==> config.mk <==
export PLATFORM = sky130hd
export DESIGN_NAME = mult_adder_sched_flat
export DESIGN_NICKNAME = d
export VERILOG_FILES = /design/src/rtl/mult_adder_sched_pkg.sv /design/src/rtl/mult_adder_sched_if.sv /design/src/rtl/mult_adder_res_fifo.sv /design/src/rtl/mult_adder_sched.sv /design/src/flat_wrapper.sv
export SDC_FILE = /design/constraint.sdc
export NUM_CORES = 1
export LEC_CHECK = 0
export CAP_MARGIN = 15
export CORE_MARGIN = 8
export CORE_UTILIZATION = 35
export CTS_BUF_LIST = sky130_fd_sc_hd__clkbuf_8 sky130_fd_sc_hd__clkbuf_16
export CTS_CLUSTER_SIZE = 16
export DETAILED_ROUTE_END_ITERATION = 12
export GPL_ROUTABILITY_DRIVEN = 0
export GPL_TIMING_DRIVEN = 0
export PLACE_DENSITY = 0.71
export SYNTH_ARGS = -nofsm -noshare
export SYNTH_HDL_FRONTEND = slang
export SYNTH_SLANG_ARGS = --single-unit
==> constraint.sdc <==
create_clock -name clock -period 3.1 [get_ports clock]
set_clock_uncertainty 0.15 [all_clocks]
set_input_delay 0.62 -clock clock [delete_from_list [all_inputs] [get_ports clock]]
set_output_delay 0.62 -clock clock [all_outputs]
set_load 0.02 [all_outputs]
==> src/rtl/mult_adder_sched_pkg.sv <==
// Shared definitions for the multiply-adder tree sequencer: default sizing,
// the log2 helper used to derive tree latency and counter widths, and the beat tag.
package mult_adder_sched_pkg;

    localparam int DEF_TREE_SIZE = 8;
    localparam int DEF_LANE_W    = 8;
    localparam int DEF_SUM_W     = 20;
    localparam int DEF_ACC_W     = 32;
    localparam int DEF_PASSES    = 4;
    localparam int DEF_RES_DEPTH = 4;

    function automatic int clog2(input int value);
        int r;
        r = 0;
        while ((1 << r) < value) r++;
        return r;
    endfunction

    // One multiply stage plus one adder stage per tree level.
    localparam int DEF_LAT = 1 + clog2(DEF_TREE_SIZE);

    typedef struct packed {
        logic valid;
        logic last;
    } tag_t;

endpackage

==> src/rtl/mult_adder_sched_if.sv <==
// Operand-beat input and result output handshakes of the tree sequencer.
interface mult_adder_sched_if #(
    parameter int DATA_W = 64,
    parameter int ACC_W  = 32
);
    logic              in_valid;
    logic              in_ready;
    logic [DATA_W-1:0] in_data;
    logic [DATA_W-1:0] in_kernel;
    logic              out_valid;
    logic              out_ready;
    logic [ACC_W-1:0]  out_data;
    logic              out_ovf;

    modport master (
        output in_valid, in_data, in_kernel, out_ready,
        input  in_ready, out_valid, out_data, out_ovf
    );

    modport slave (
        input  in_valid, in_data, in_kernel, out_ready,
        output in_ready, out_valid, out_data, out_ovf
    );
endinterface

==> src/rtl/mult_adder_res_fifo.sv <==
// Result buffer between the accumulator and the conv output writer.
// Head reads as zero while empty so the output bus is clean after reset.
module mult_adder_res_fifo
    import mult_adder_sched_pkg::*;
#(
    parameter  int WIDTH = 33,
    parameter  int DEPTH = 4,
    localparam int CNT_W = clog2(DEPTH + 1)
) (
    input  logic             clock,
    input  logic             reset,
    input  logic             push,
    input  logic [WIDTH-1:0] push_data,
    input  logic             pop,
    output logic [WIDTH-1:0] head,
    output logic             empty,
    output logic [CNT_W-1:0] count
);
    localparam int PTR_W = (DEPTH > 1) ? clog2(DEPTH) : 1;

    logic [WIDTH-1:0] mem [DEPTH];
    logic [PTR_W-1:0] wr_ptr;
    logic [PTR_W-1:0] rd_ptr;
    logic             full;
    logic             do_push;
    logic             do_pop;

    function automatic logic [PTR_W-1:0] ptr_inc(input logic [PTR_W-1:0] p);
        return (p == PTR_W'(DEPTH - 1)) ? '0 : p + 1'b1;
    endfunction

    assign empty   = (count == '0);
    assign full    = (count == CNT_W'(DEPTH));
    assign do_push = push & ~full;
    assign do_pop  = pop & ~empty;
    assign head    = empty ? '0 : mem[rd_ptr];

    // NOTE: storage is deliberately not reset; only pointers and count are, and head is masked while empty.
    always_ff @(posedge clock) begin
        if (do_push) mem[wr_ptr] <= push_data;
    end

    always_ff @(posedge clock) begin
        if (reset) begin
            wr_ptr <= '0;
            rd_ptr <= '0;
            count  <= '0;
        end else begin
            if (do_push) wr_ptr <= ptr_inc(wr_ptr);
            if (do_pop)  rd_ptr <= ptr_inc(rd_ptr);
            if (do_push && !do_pop)      count <= count + 1'b1;
            else if (!do_push && do_pop) count <= count - 1'b1;
        end
    end

    // Upstream credit accounting must make this unreachable.
    assert property (@(posedge clock) disable iff (reset) !(push && full));

endmodule

==> src/rtl/mult_adder_sched.sv <==
// Sequencer for the pipelined multiply-adder tree: admits operand beats under a
// result-slot credit, tracks them with a tag pipe, and accumulates PASSES tree sums per result.
module mult_adder_sched
    import mult_adder_sched_pkg::*;
#(
    parameter int TREE_SIZE = DEF_TREE_SIZE,
    parameter int LANE_W    = DEF_LANE_W,
    parameter int SUM_W     = DEF_SUM_W,
    parameter int ACC_W     = DEF_ACC_W,
    parameter int PASSES    = DEF_PASSES,
    parameter int RES_DEPTH = DEF_RES_DEPTH
) (
    input  logic                        clock,
    input  logic                        reset,
    mult_adder_sched_if.slave           bus,
    output logic [TREE_SIZE*LANE_W-1:0] ma_in,
    output logic [TREE_SIZE*LANE_W-1:0] ma_kernel,
    output logic                        ma_reset_n,
    input  logic [SUM_W-1:0]            ma_sum,
    input  logic                        ma_carry,
    output logic                        busy
);
    localparam int LAT  = 1 + clog2(TREE_SIZE);
    localparam int PC_W = (PASSES > 1) ? clog2(PASSES) : 1;
    localparam int OC_W = clog2(RES_DEPTH + 1);

    tag_t [LAT-1:0]   tag_pipe;
    tag_t             tag_in;
    tag_t             tag_out;
    logic [PC_W-1:0]  pass_cnt;
    logic [OC_W-1:0]  open_cnt;
    logic [OC_W-1:0]  fifo_count;
    logic [ACC_W-1:0] acc;
    logic [ACC_W-1:0] acc_next;
    logic             ovf_sticky;
    logic             ovf_next;
    logic             in_flight;
    logic             fire;
    logic             pop;
    logic             push;
    logic             group_first;
    logic             group_last;
    logic             opening;
    logic             fifo_empty;
    logic [ACC_W:0]   fifo_head;

    assign ma_in     = bus.in_data;
    assign ma_kernel = bus.in_kernel;

    assign group_first = (pass_cnt == '0);
    assign group_last  = (pass_cnt == PC_W'(PASSES - 1));

    // A new group needs a guaranteed result slot; beats inside a group never wait.
    assign bus.in_ready = ~reset & (~group_first | (open_cnt < OC_W'(RES_DEPTH)));
    assign fire         = bus.in_valid & bus.in_ready;
    assign opening      = fire & group_first;
    assign pop          = bus.out_valid & bus.out_ready;

    assign tag_in  = '{valid: fire, last: group_last};
    assign tag_out = tag_pipe[LAT-1];
    assign push    = tag_out.valid & tag_out.last;

    always_comb begin
        // NOTE: every signal gets a default first so no path leaves it unassigned (no latch).
        acc_next  = acc + ACC_W'($signed(ma_sum));
        ovf_next  = ovf_sticky | ma_carry;
        in_flight = 1'b0;
        for (int i = 0; i < LAT; i++) in_flight |= tag_pipe[i].valid;
    end

    assign busy = in_flight | ~group_first | (open_cnt != '0);

    always_ff @(posedge clock) begin
        // NOTE: clocked state uses non-blocking assignments so all registers update from pre-edge values.
        ma_reset_n <= ~reset;
        if (reset) begin
            tag_pipe   <= '0;
            pass_cnt   <= '0;
            open_cnt   <= '0;
            acc        <= '0;
            ovf_sticky <= 1'b0;
        end else begin
            tag_pipe <= {tag_pipe[LAT-2:0], tag_in};
            if (fire) pass_cnt <= group_last ? '0 : pass_cnt + 1'b1;
            if (opening && !pop)      open_cnt <= open_cnt + 1'b1;
            else if (!opening && pop) open_cnt <= open_cnt - 1'b1;
            if (tag_out.valid) begin
                acc        <= tag_out.last ? '0 : acc_next;
                ovf_sticky <= ~tag_out.last & ovf_next;
            end
        end
    end

    mult_adder_res_fifo #(
        .WIDTH (ACC_W + 1),
        .DEPTH (RES_DEPTH)
    ) u_res_fifo (
        .clock     (clock),
        .reset     (reset),
        .push      (push),
        .push_data ({ovf_next, acc_next}),
        .pop       (pop),
        .head      (fifo_head),
        .empty     (fifo_empty),
        .count     (fifo_count)
    );

    assign bus.out_valid = ~fifo_empty;
    assign {bus.out_ovf, bus.out_data} = fifo_head;

    // Buffered results always belong to open groups.
    assert property (@(posedge clock) disable iff (reset) fifo_count <= open_cnt);

endmodule

==> src/flat_wrapper.sv <==
// flat-port wrapper written by rule: the top's interface ports become plain ports
module mult_adder_sched_flat import mult_adder_sched_pkg::*;
#(
    parameter int TREE_SIZE = DEF_TREE_SIZE,
    parameter int LANE_W    = DEF_LANE_W,
    parameter int SUM_W     = DEF_SUM_W,
    parameter int ACC_W     = DEF_ACC_W,
    parameter int PASSES    = DEF_PASSES,
    parameter int RES_DEPTH = DEF_RES_DEPTH
)
  (clock, reset, ma_in, ma_kernel, ma_reset_n, ma_sum, ma_carry, busy, bus_in_valid, bus_in_data, bus_in_kernel, bus_out_ready, bus_in_ready, bus_out_valid, bus_out_data, bus_out_ovf);
  mult_adder_sched_if #(.DATA_W(((4) * (8))), .ACC_W(ACC_W)) bus_i ();
  input  logic clock;
  input  logic reset;
  output logic [TREE_SIZE*LANE_W-1:0] ma_in;
  output logic [TREE_SIZE*LANE_W-1:0] ma_kernel;
  output logic ma_reset_n;
  input  logic [SUM_W-1:0] ma_sum;
  input  logic ma_carry;
  output logic busy;
  input wire logic [$bits(bus_i.in_valid)-1:0] bus_in_valid;
  input wire logic [$bits(bus_i.in_data)-1:0] bus_in_data;
  input wire logic [$bits(bus_i.in_kernel)-1:0] bus_in_kernel;
  input wire logic [$bits(bus_i.out_ready)-1:0] bus_out_ready;
  output wire logic [$bits(bus_i.in_ready)-1:0] bus_in_ready;
  output wire logic [$bits(bus_i.out_valid)-1:0] bus_out_valid;
  output wire logic [$bits(bus_i.out_data)-1:0] bus_out_data;
  output wire logic [$bits(bus_i.out_ovf)-1:0] bus_out_ovf;
  assign bus_i.in_valid = bus_in_valid;
  assign bus_i.in_data = bus_in_data;
  assign bus_i.in_kernel = bus_in_kernel;
  assign bus_i.out_ready = bus_out_ready;
  assign bus_in_ready = bus_i.in_ready;
  assign bus_out_valid = bus_i.out_valid;
  assign bus_out_data = bus_i.out_data;
  assign bus_out_ovf = bus_i.out_ovf;
  mult_adder_sched #(.TREE_SIZE(TREE_SIZE), .LANE_W(LANE_W), .SUM_W(SUM_W), .ACC_W(ACC_W), .PASSES(PASSES), .RES_DEPTH(RES_DEPTH)) u_core (.clock(clock), .reset(reset), .bus(bus_i), .ma_in(ma_in), .ma_kernel(ma_kernel), .ma_reset_n(ma_reset_n), .ma_sum(ma_sum), .ma_carry(ma_carry), .busy(busy));
endmodule
# [After elaboration in Yosys (flattened, before gate mapping)]
# Memory sizes are Yosys's and may differ from the RTL's. A register that Yosys moved wholly into a read port is not among the register bits.
# Index checks and enable logic that the tools add are counted.
[word_totals] reg_bits=54 ramBits=132 out_inout_bits=165 memories=1
[classes] n_addsub=8 n_reduce_logical=13 magnitude_cmp=1 mux=13 eq_ne=4 n_bitwise=20
[memory_table] memory="u_core.u_res_fifo.mem" words=4 width=33 read_ports=1 rd_ports_with_merged_regs=1 wr=1 line_no="mult_adder_res_fifo.sv:21" source="logic [WIDTH-1:0] mem [DEPTH];"
[ops] op="$mux W33" n=1
[ops] op="$add A32 B32 Y32" n=1
[ops] op="$mux W32" n=1
[ops] op="$mux W3" n=4
[ops] op="$mux W2" n=5
[ops] op="$and A1 B1 Y1" n=8
[ops] op="$or A1 B1 Y1" n=7
[ops] op="$add A2 B1 Y2 const B" n=3
[ops] op="$add A3 B1 Y3 const B" n=2
[ops] op="$eq A2 B2 Y1 const B" n=3
[ops] op="$sub A3 B1 Y3 const B" n=2
[ops] op="$not A1 Y1" n=5
[ops] op="$logic_and A1 B1 Y1" n=4
[ops] op="$logic_not A1 Y1" n=4
[ops] op="$reduce_bool A2 Y1" n=2
[ops] op="$eq A3 B3 Y1 const B" n=1
[ops] op="$logic_not A3 Y1" n=1
[ops] op="$lt A3 B3 Y1 const B" n=1
[ops] op="$reduce_bool A3 Y1" n=1
[ops] op="$logic_not A2 Y1" n=1
[ops] op="$mux W1" n=2

# [Depth between registers and ports, before layout]
# Gate-level depths: netlist of run 1.
[depth] ltp_word=10 depth_mapped=11 mapped_depth_nobuf=11

# [Modules after synthesis]
# Synthesis of run 1 repeated with hierarchy kept, for this count alone.
[unflattened] cells_unflattened=793 hier_area_um2=10054.6
[by_module_without_submodules] module="mult_adder_res_fifo" cells_per_inst=256 instances=1 area_each_um2=5604.1
[by_module_without_submodules] module="mult_adder_sched" cells_per_inst=537 instances=1 area_each_um2=4450.5

# [Worst setup path before layout of run 1]
# Ideal clock, no wire load.
[synth_timing] path_type="in2reg" startpoint="input ma_sum[0]" endpoint="register u_core.acc[22]" t_arrival_ns=2.998 path_stages=11 path_slack_ns=-0.165 path_cell_list="ha_1 > fa_1 > a21o_1 > a221oi_2 > o21bai_2 > nor3b_2 > o21bai_2 > a311oi_2 > o21ai_1 > xor2_1 > a22o_1"
[synth_between] elab_chain_len=2
[synth_lines] element="from (decl)" line_no="flat_wrapper.sv:18" source="input logic [SUM_W-1:0] ma_sum;"
[synth_lines] element="$add A32 B32 Y32" line_no="mult_adder_sched.sv:65" source="acc_next = acc + ACC_W'($signed(ma_sum));"
[synth_lines] element="net u_core.acc_next[22]" line_no="mult_adder_sched.sv:34" source="logic [ACC_W-1:0] acc_next;"
[synth_lines] element="$mux W32" line_no="mult_adder_sched.sv:88" source="acc <= tag_out.last ? '0 : acc_next;"
[synth_lines] element="to (signal assigned)" line_no="mult_adder_sched.sv:88"
[synth_lines] element="to (decl)" line_no="mult_adder_sched.sv:33" source="logic [ACC_W-1:0] acc;"
# The timed path passes the listed nets, and every way through them passes these cells.
# A chain may end at the register's enable or synchronous reset.

# [Worst setup path in the final report of run 1]
[layout_timing] startpoint="input ma_sum[1]" endpoint="memory u_core.u_res_fifo.mem[3][22] (data pin)"
[layout_between] elab_chain_len=1
[layout_lines] element="$add A32 B32 Y32" line_no="mult_adder_sched.sv:65"
[layout_lines] element="net u_core.acc_next[22]" line_no="mult_adder_sched.sv:34"
[layout_lines] element="to (decl)" line_no="mult_adder_res_fifo.sv:21"
# The timed path passes the listed nets, and every way through them passes these cells.

==> results of run 1 <==
==> placed cells by master, fill, tap and decap left out, drive strengths merged, types with 33 or more instances in the layout <==
| cell type | Yosys | final |
|---|---|---|
| buf | 139 | 166 |
| dfxtp | 56 | 56 |
| a21oi | 50 | 50 |
| conb | 1 | 64 |
| clkbuf | 20 | 34 |
| and2 | 39 | 39 |
| edfxtp | 132 | 132 |
| ha | 40 | 40 |
| mux4 | 33 | 33 |
| clkdlybuf4s50 | 0 | 77 |
| nor2 | 34 | 34 |
==> path summary, 6_finish.rpt <==
path | start | end | slack (ns) | depth (start not counted)
worst max-delay path | ma_sum[1] | u_core.u_res_fifo.mem[3][22] | 0.003 | 11
worst min-delay path | u_core.tag_pipe[2] | u_core.tag_pipe[4] | 0.29 | 1
worst max register to register | u_core.acc[0] | u_core.u_res_fifo.mem[3][22] | 0.01 | 11
worst min register to register | u_core.tag_pipe[2] | u_core.tag_pipe[4] | 0.29 | 1
==> state kept, by name, summed over array words and instances (netlist names), named ones only <==
name and count:
u_core.ma_reset_n 1, u_core.u_res_fifo.rd_ptr 2, u_core.u_res_fifo.mem 132, u_core.tag_out 2, u_core.open_cnt 3, u_core.u_res_fifo.count 3
u_core.tag_pipe 6, u_core.pass_cnt 2, u_core.ovf_sticky 1, u_core.acc 32, u_core.u_res_fifo.wr_ptr 2
==> cell type report <==
class | count | area [um2]
Buffer | 157 | 1170
Clock buffer | 17 | 425
Clock inverter | 15 | 178
Fill cell | 2423 | 14600
Inverter | 17 | 63.8
Multi-Input combinational cell | 480 | 4210
Sequential cell | 188 | 5090
Tap cell | 378 | 473
Timing Repair Buffer | 150 | 1420
==> routing by layer <==
| metal | vias up | routed length, um | GRT usage |
|---|---|---|---|
| met5 | - | 0 | 0 |
| met4 | 0 | 226 | 0.0368 |
| met3 | 13 | 1650 | 0.0285 |
| met2 | 219 | 11800 | 0.230 |
| met1 | 3151 | 9230 | 0.158 |
| li1 | 3110 | - | - |
==> stage by stage <==
stage          hold slack, ns  instance area (um2)  power (mW)  cells  TNS, ns
3_3_place_gp            0.268                11700        5.68   1348  -102.22
4_1_cts                 0.295                12700        7.81   1387  -0.0386
3_5_place_dp            0.277                11700        5.71   1348   -84.36
2_1_floorplan           0.264                10000        4.55    846        0
5_1_grt                 0.318                13000        8.09   1402   -0.371
6_report                0.293                13000        7.72   1402        0
==> timing repair <==
| action | in CTS | in global routing |
|---|---|---|
| setup endpoints to repair | 105 | 58 |
| pin swaps | 24 | 33 |
| hold buffers | 0 | 0 |
| endpoints found under the hold margin | 0 | 0 |
| buffers inserted | 10 | 17 |
| resized for setup | 117 | 45 |
==> report_power, final <==
| group | switching, mW | internal [mW] | total, mW |
|---|---|---|---|
| Combinational | 1.46 | 1.22 | 2.67 |
| Clock | 1.03 | 1.16 | 2.19 |
| Sequential | 0.0869 | 2.77 | 2.86 |
==> cells by family after synthesis <==
logic type               Yosys count
XOR/XNOR                          34
multiplexers                      38
flip-flops                       188
AND/OR/NAND/NOR                  159
AO/OA/AOI/OAI                    142
other                              1
adder cells (fa/ha/maj)           43
buffers and inverters            178
==> summary.txt, run 1 <==
Setup path
  • CP bufs+invs: 2
  • Critical-path cell list: clkdlybuf4s15_1 -> fa_2 -> a21o_1 -> a221oi_4 -> o21bai_2 -> nor3b_2 -> o21bai_2 -> a311oi_2 -> o21ai_2 -> xor2_2 -> buf_4
  • Worst Path Max Fanout: 4
  • Slowest stage delay, CP: just over 0.4 ns
  • Setup crit start kind: input port
  • Crit. End Element: flip-flop
  • WP data required: about 3.1 ns
  • Crit path max-delay family: compound AO/OA/AOI/OAI gates
  • CP dominant cell by count: o21bai_2
  • WS Path Type: in -> reg
  • Crit-path slowest cell: fa_2
  • Arr. time, crit path: between 3 and 4 ns

Timing
  • Fmax: roughly 0.32 GHz
  • Tmin final: 3.10 ns
  • Final-report setup violation count: 0
  • Final hold violation count: 0
  • RSZ-0062 raised after global routing: true
  • PnR worst setup slack: around 0.003 ns
  • Worst slew margin: 0.377
  • Slew Limit Fails: 0
  • Final Cycle Share: 0.999
  • Worst-Margin Slew: a little over 0.9 ns

CTS
  • Max clock buf depth: 2
  • Clock sink count: roughly 190
  • Htree depth: 4
  • Number of CTS-inserted buffers: 17
  • Clk_lat worst skew: about 0.43 ns
  • Clock-pin slew on the worst setup and hold paths: ~0.080 ns
  • CTS tree: done
  • Root Buffer: clkbuf_16

Floorplan
  • Die X-Extent: 183 um
  • FP Rows: a little over 60
  • Initial core utilization: 0.354
  • IO Pins: between 200 and 300
  • Die area: about 34000 um2
  • Die Ht: between 150 and 200 um
  • Core area: ~28000 um2

Global route
  • Global Route Usage Sum: 0.130
  • Vias in the first global route: 6400
  • Pin count of the biggest net entering global routing: 34
  • Initial antenna violation count: 0
  • Global-route wire length before repair: between 30 and 40 mm
  • Grt ovf: 0

Cells and area
  • Area Growth Syn to Fin: 33.4%
  • ANT cells: 0
  • Share of layout cells above drive strength 1: 0.307
  • Nets: between 1000 and 1500
  • Final core utilization: 0.472

Synthesis
  • Post-synthesis simple-gate area fraction: 0.0862
  • YS warnings: 0
  • Synth cell count leaders: buf_4 (133), edfxtp_1 (132), dfxtp_1 (56), a21oi_1 (49), ha_1 (40)
  • Most common cell in the netlist: buf_4
  • Main combinational cell family by area after synthesis: buffers and inverters
  • Mux contribution to synthesized area: 0.0812
  • Main area contributors after synthesis: edfxtp_1 (41%), dfxtp_1 (11%), buf_4 (10%), mux4_2 (7.6%), ha_1 (5.1%)
  • FF+latch count, synth: roughly 190
  • Cell count after synthesis: ~780
  • Syn avg cell area: between 10 and 15 um2
  • Cell variety after synth: 65
  • Share of the synthesized area in the top cell type: 0.406
  • Compound-gate portion of the synthesized area: 0.101
  • XOR/XNOR Fraction of Synth Area: 0.0305
  • Mapped Area: between 9000 and 10000 um2
  • Synth async-reset ratio: 0
  • Dominant synthesized flop cell: edfxtp_1
  • Post-Synth Adder-Cell Area: 0.0574
  • Leading area contributor after synthesis: edfxtp_1
  • Register area share after synthesis: 0.520
  • Post-synth EDFFs: 132

Detailed routing
  • Drt pass-1 iters: 5
  • Final wirelength: between 20 and 25 mm
  • Drt wl/cell: about 16 um
  • DRT antenna net count: 0
  • Number of remaining DRC errors: 0
  • Initial DRC count: approximately 300
  • Via count: between 6000 and 7000
  • Vias/cell: about 4.6

Job
  • Max Cap Viol: 0

Status
  • Status: completed

Placed design
  • Setup WS pre-CTS: -1.41 ns
  • Post-DP HPWL: roughly 16 mm
  • # port buffers: roughly 120

Power
  • Leakage Power: around 5.4 nW
  • Pwr Density: approximately 590 nW/um2
  • Max VDD drop: around 0.00036 V

Min path
  • HP Class: reg -> reg
No activity file was read; power rests on OpenSTA's default activity.
==> run 2: changes to the inputs <==
--- a/config.mk
+++ b/config.mk
@@ -14,6 +14,7 @@
 export GPL_ROUTABILITY_DRIVEN = 0
 export GPL_TIMING_DRIVEN = 0
 export PLACE_DENSITY = 0.71
+export SKIP_LAST_GASP = 1
 export SYNTH_ARGS = -nofsm -noshare
 export SYNTH_HDL_FRONTEND = slang
 export SYNTH_SLANG_ARGS = --single-unit
==> run 2 against run 1 <==
Effect of this change:
- cell area about the same
- maximum frequency grew 0.54%
- first-iteration DRC count rose by 12%
- global-route usage did not move
- clock power hardly changed
- largest cell class unchanged
==> summary.txt, run 2 (same netlist as run 1, synthesis figures left out) <==
Status
  • Status: completed

Job
  • Max Cap Viol: 0 (unchanged)

Detailed routing
  • Drt wl/cell: 16.3 um (-0.27%)
  • Drt pass-1 iters: 5 (unchanged)
  • Initial DRC count: 338 (+12%)
  • Number of remaining DRC errors: 0 (unchanged)
  • Final wirelength: 22.8 mm (-0.27%)
  • DRT antenna net count: 0 (unchanged)
  • Via count: 6483 (-0.15%)
  • Vias/cell: 4.62 (-0.15%)

Timing
  • Final hold violation count: 0 (unchanged)
  • Tmin final: 3.08 ns (-0.0167 ns)
  • Fmax: 0.325 GHz (+0.54%)
  • PnR worst setup slack: 0.0196 ns (+0.0167 ns)
  • RSZ-0062 raised after global routing: true
  • Slew Limit Fails: 0 (unchanged)
  • Worst-Margin Slew: 0.942 ns (+0.00863 ns)
  • Worst slew margin: 0.372 (-0.00575)
  • Final Cycle Share: 0.994 (-0.00539)
  • Setup tns final: 0 ns (unchanged)
  • Final-report setup violation count: 0 (unchanged)

Setup path
  • Worst Path Max Fanout: 5 (+1)
  • CP Launch Point: ma_sum[1]
  • WS Path Type: in -> reg
  • Crit path max-delay family: compound AO/OA/AOI/OAI gates
  • Critical-path cell list: clkdlybuf4s15_1 -> fa_2 -> a21o_1 -> a221oi_4 -> o21bai_2 -> nor3b_2 -> o21bai_2 -> a311oi_2 -> buf_4 -> xnor2_1 -> a22o_1
  • Slowest stage delay, CP: 0.41 ns (about the same)
  • Reg-to-Reg Start: u_core.acc[0]
  • Crit-path slowest cell: fa_2
  • R2R setup slack: 0.02 ns (about the same)
  • WP data required: 3.32 ns (+0.19 ns)
  • Crit. End Element: flip-flop
  • CP dominant cell by count: o21bai_2
  • Arr. time, crit path: 3.30 ns (+0.17 ns)
  • CP Depth: 11 (unchanged)
  • Setup crit start kind: input port
  • Reg2reg path depth: 11 (unchanged)
  • CP bufs+invs: 2 (unchanged)

CTS
  • Clock sink count: 188 (unchanged)
  • Clk_lat worst skew: 0.43 ns (about the same)
  • CTS tree: done
  • Clock-pin slew on the worst setup and hold paths: 0.08 ns (about the same)
  • Root Buffer: clkbuf_16
  • Number of CTS-inserted buffers: 17 (unchanged)
  • Htree depth: 4 (unchanged)
  • Max clock buf depth: 2 (unchanged)

Cells and area
  • Commonest non-fill, non-tap cell in the layout: buf_4
  • Share of layout cells above drive strength 1: 0.306 (-0.000977)
  • Area Growth Syn to Fin: 33.4% (about the same)
  • Most flop-heavy register: u_core.u_res_fifo.mem
  • ANT cells: 0 (unchanged)
  • Regs by FF count: u_core.u_res_fifo.mem (132), u_core.acc (32), u_core.tag_pipe (6)
  • Nets: 1143 (unchanged)
  • Commonest cells after routing, fill and taps aside: buf_4 (155), edfxtp_1 (132), clkdlybuf4s50_1 (77), conb_1 (64), dfxtp_1 (53)
  • Max reg flops: 132 (unchanged)
  • Fill count: 2422 (-0.041%)

Floorplan
  • FP Rows: 61 (unchanged)
  • IO Pins: 254 (unchanged)
  • Die X-Extent: 183 um (unchanged)
  • Die Ht: 183 um (unchanged)
  • Initial core utilization: 0.354 (unchanged)
  • Core area: 27600 um2 (unchanged)
  • Die area: 33500 um2 (unchanged)

Power
  • Pwr Density: 592 nW/um2 (about the same)
  • Max VDD drop: 0.000358 V (about the same)
  • Leakage Power: 5.38 nW (+0.11%)

Placed design
  • # port buffers: 124 (unchanged)
  • Setup WS pre-CTS: -1.41 ns (unchanged)
  • Post-DP HPWL: 16.4 mm (unchanged)

Global route
  • Initial antenna violation count: 0 (unchanged)
  • Grt ovf: 0 (unchanged)
  • Global Route Usage Sum: 0.130 (unchanged)
  • Pin count of the biggest net entering global routing: 34 (unchanged)
  • Global-route wire length before repair: 34.9 mm (unchanged)
  • Vias in the first global route: 6400 (unchanged)

Min path
  • Worst hold path depth: 1 (unchanged)
  • Hold Startpoint: u_core.tag_pipe[2]
  • HP Class: reg -> reg
run 2: cell types whose count changed in the layout (fill, tap and decap cells not counted), sizes merged:
cell and change:
dlygate4sd2 -1, dlymetal6s2s +1
run 2: layout make-up:
type                       instances  area (um2)  share of cell area
timing repair buffer             150        1420               0.109
inverter                          17        63.8             0.00490
multi-input combinational        480        4210               0.323
clock inverter                    15         178              0.0136
buffer                           157        1170              0.0900
tap                              378         473              0.0363
clock buffer                      17         425              0.0326
sequential                       188        5090               0.391
run 2: repair_timing:
| action | in CTS | in global routing |
|---|---|---|
| hold buffers | 0 | 0 |
| buffers inserted | 10 | 17 |
| setup endpoints to repair | 105 | 59 |
| pin swaps | 24 | 33 |
| resized for setup | 116 | 45 |
run 2: through the flow:
step	hold WS, ns	instances	area [um2]	total power, mW	util
floorplan	0.264	846	10000	4.55	-
global placement	0.268	1348	11700	5.68	0.425
detailed placement	0.277	1348	11700	5.71	0.425
CTS	0.295	1387	12700	7.82	0.459
global route	0.318	1402	13000	8.09	0.472
finish	0.293	1402	13000	7.72	0.472
run 2: power breakdown:
group          total (mW)  internal [mW]  switching [mW]
Combinational        2.67           1.22            1.45
Clock                2.19           1.16            1.04
Sequential           2.86           2.77          0.0867
Total                7.72           5.15            2.57
run 2: final timing paths:
path	to
hold / removal	u_core.tag_pipe[4]
setup reg to reg	u_core.acc[20]
setup / recovery	u_core.acc[20]
hold reg to reg	u_core.tag_pipe[4]
run 2: per-layer routing:
metal  global-route usage  part of all wire  wire [um]  vias up
met1                0.158              0.40       9190     3142
met5                    0                 0          0        -
li1                     -                 -          -     3108
met3               0.0285             0.074       1680       17
met4               0.0368            0.0099        225        0
met2                0.230              0.51      11700      216
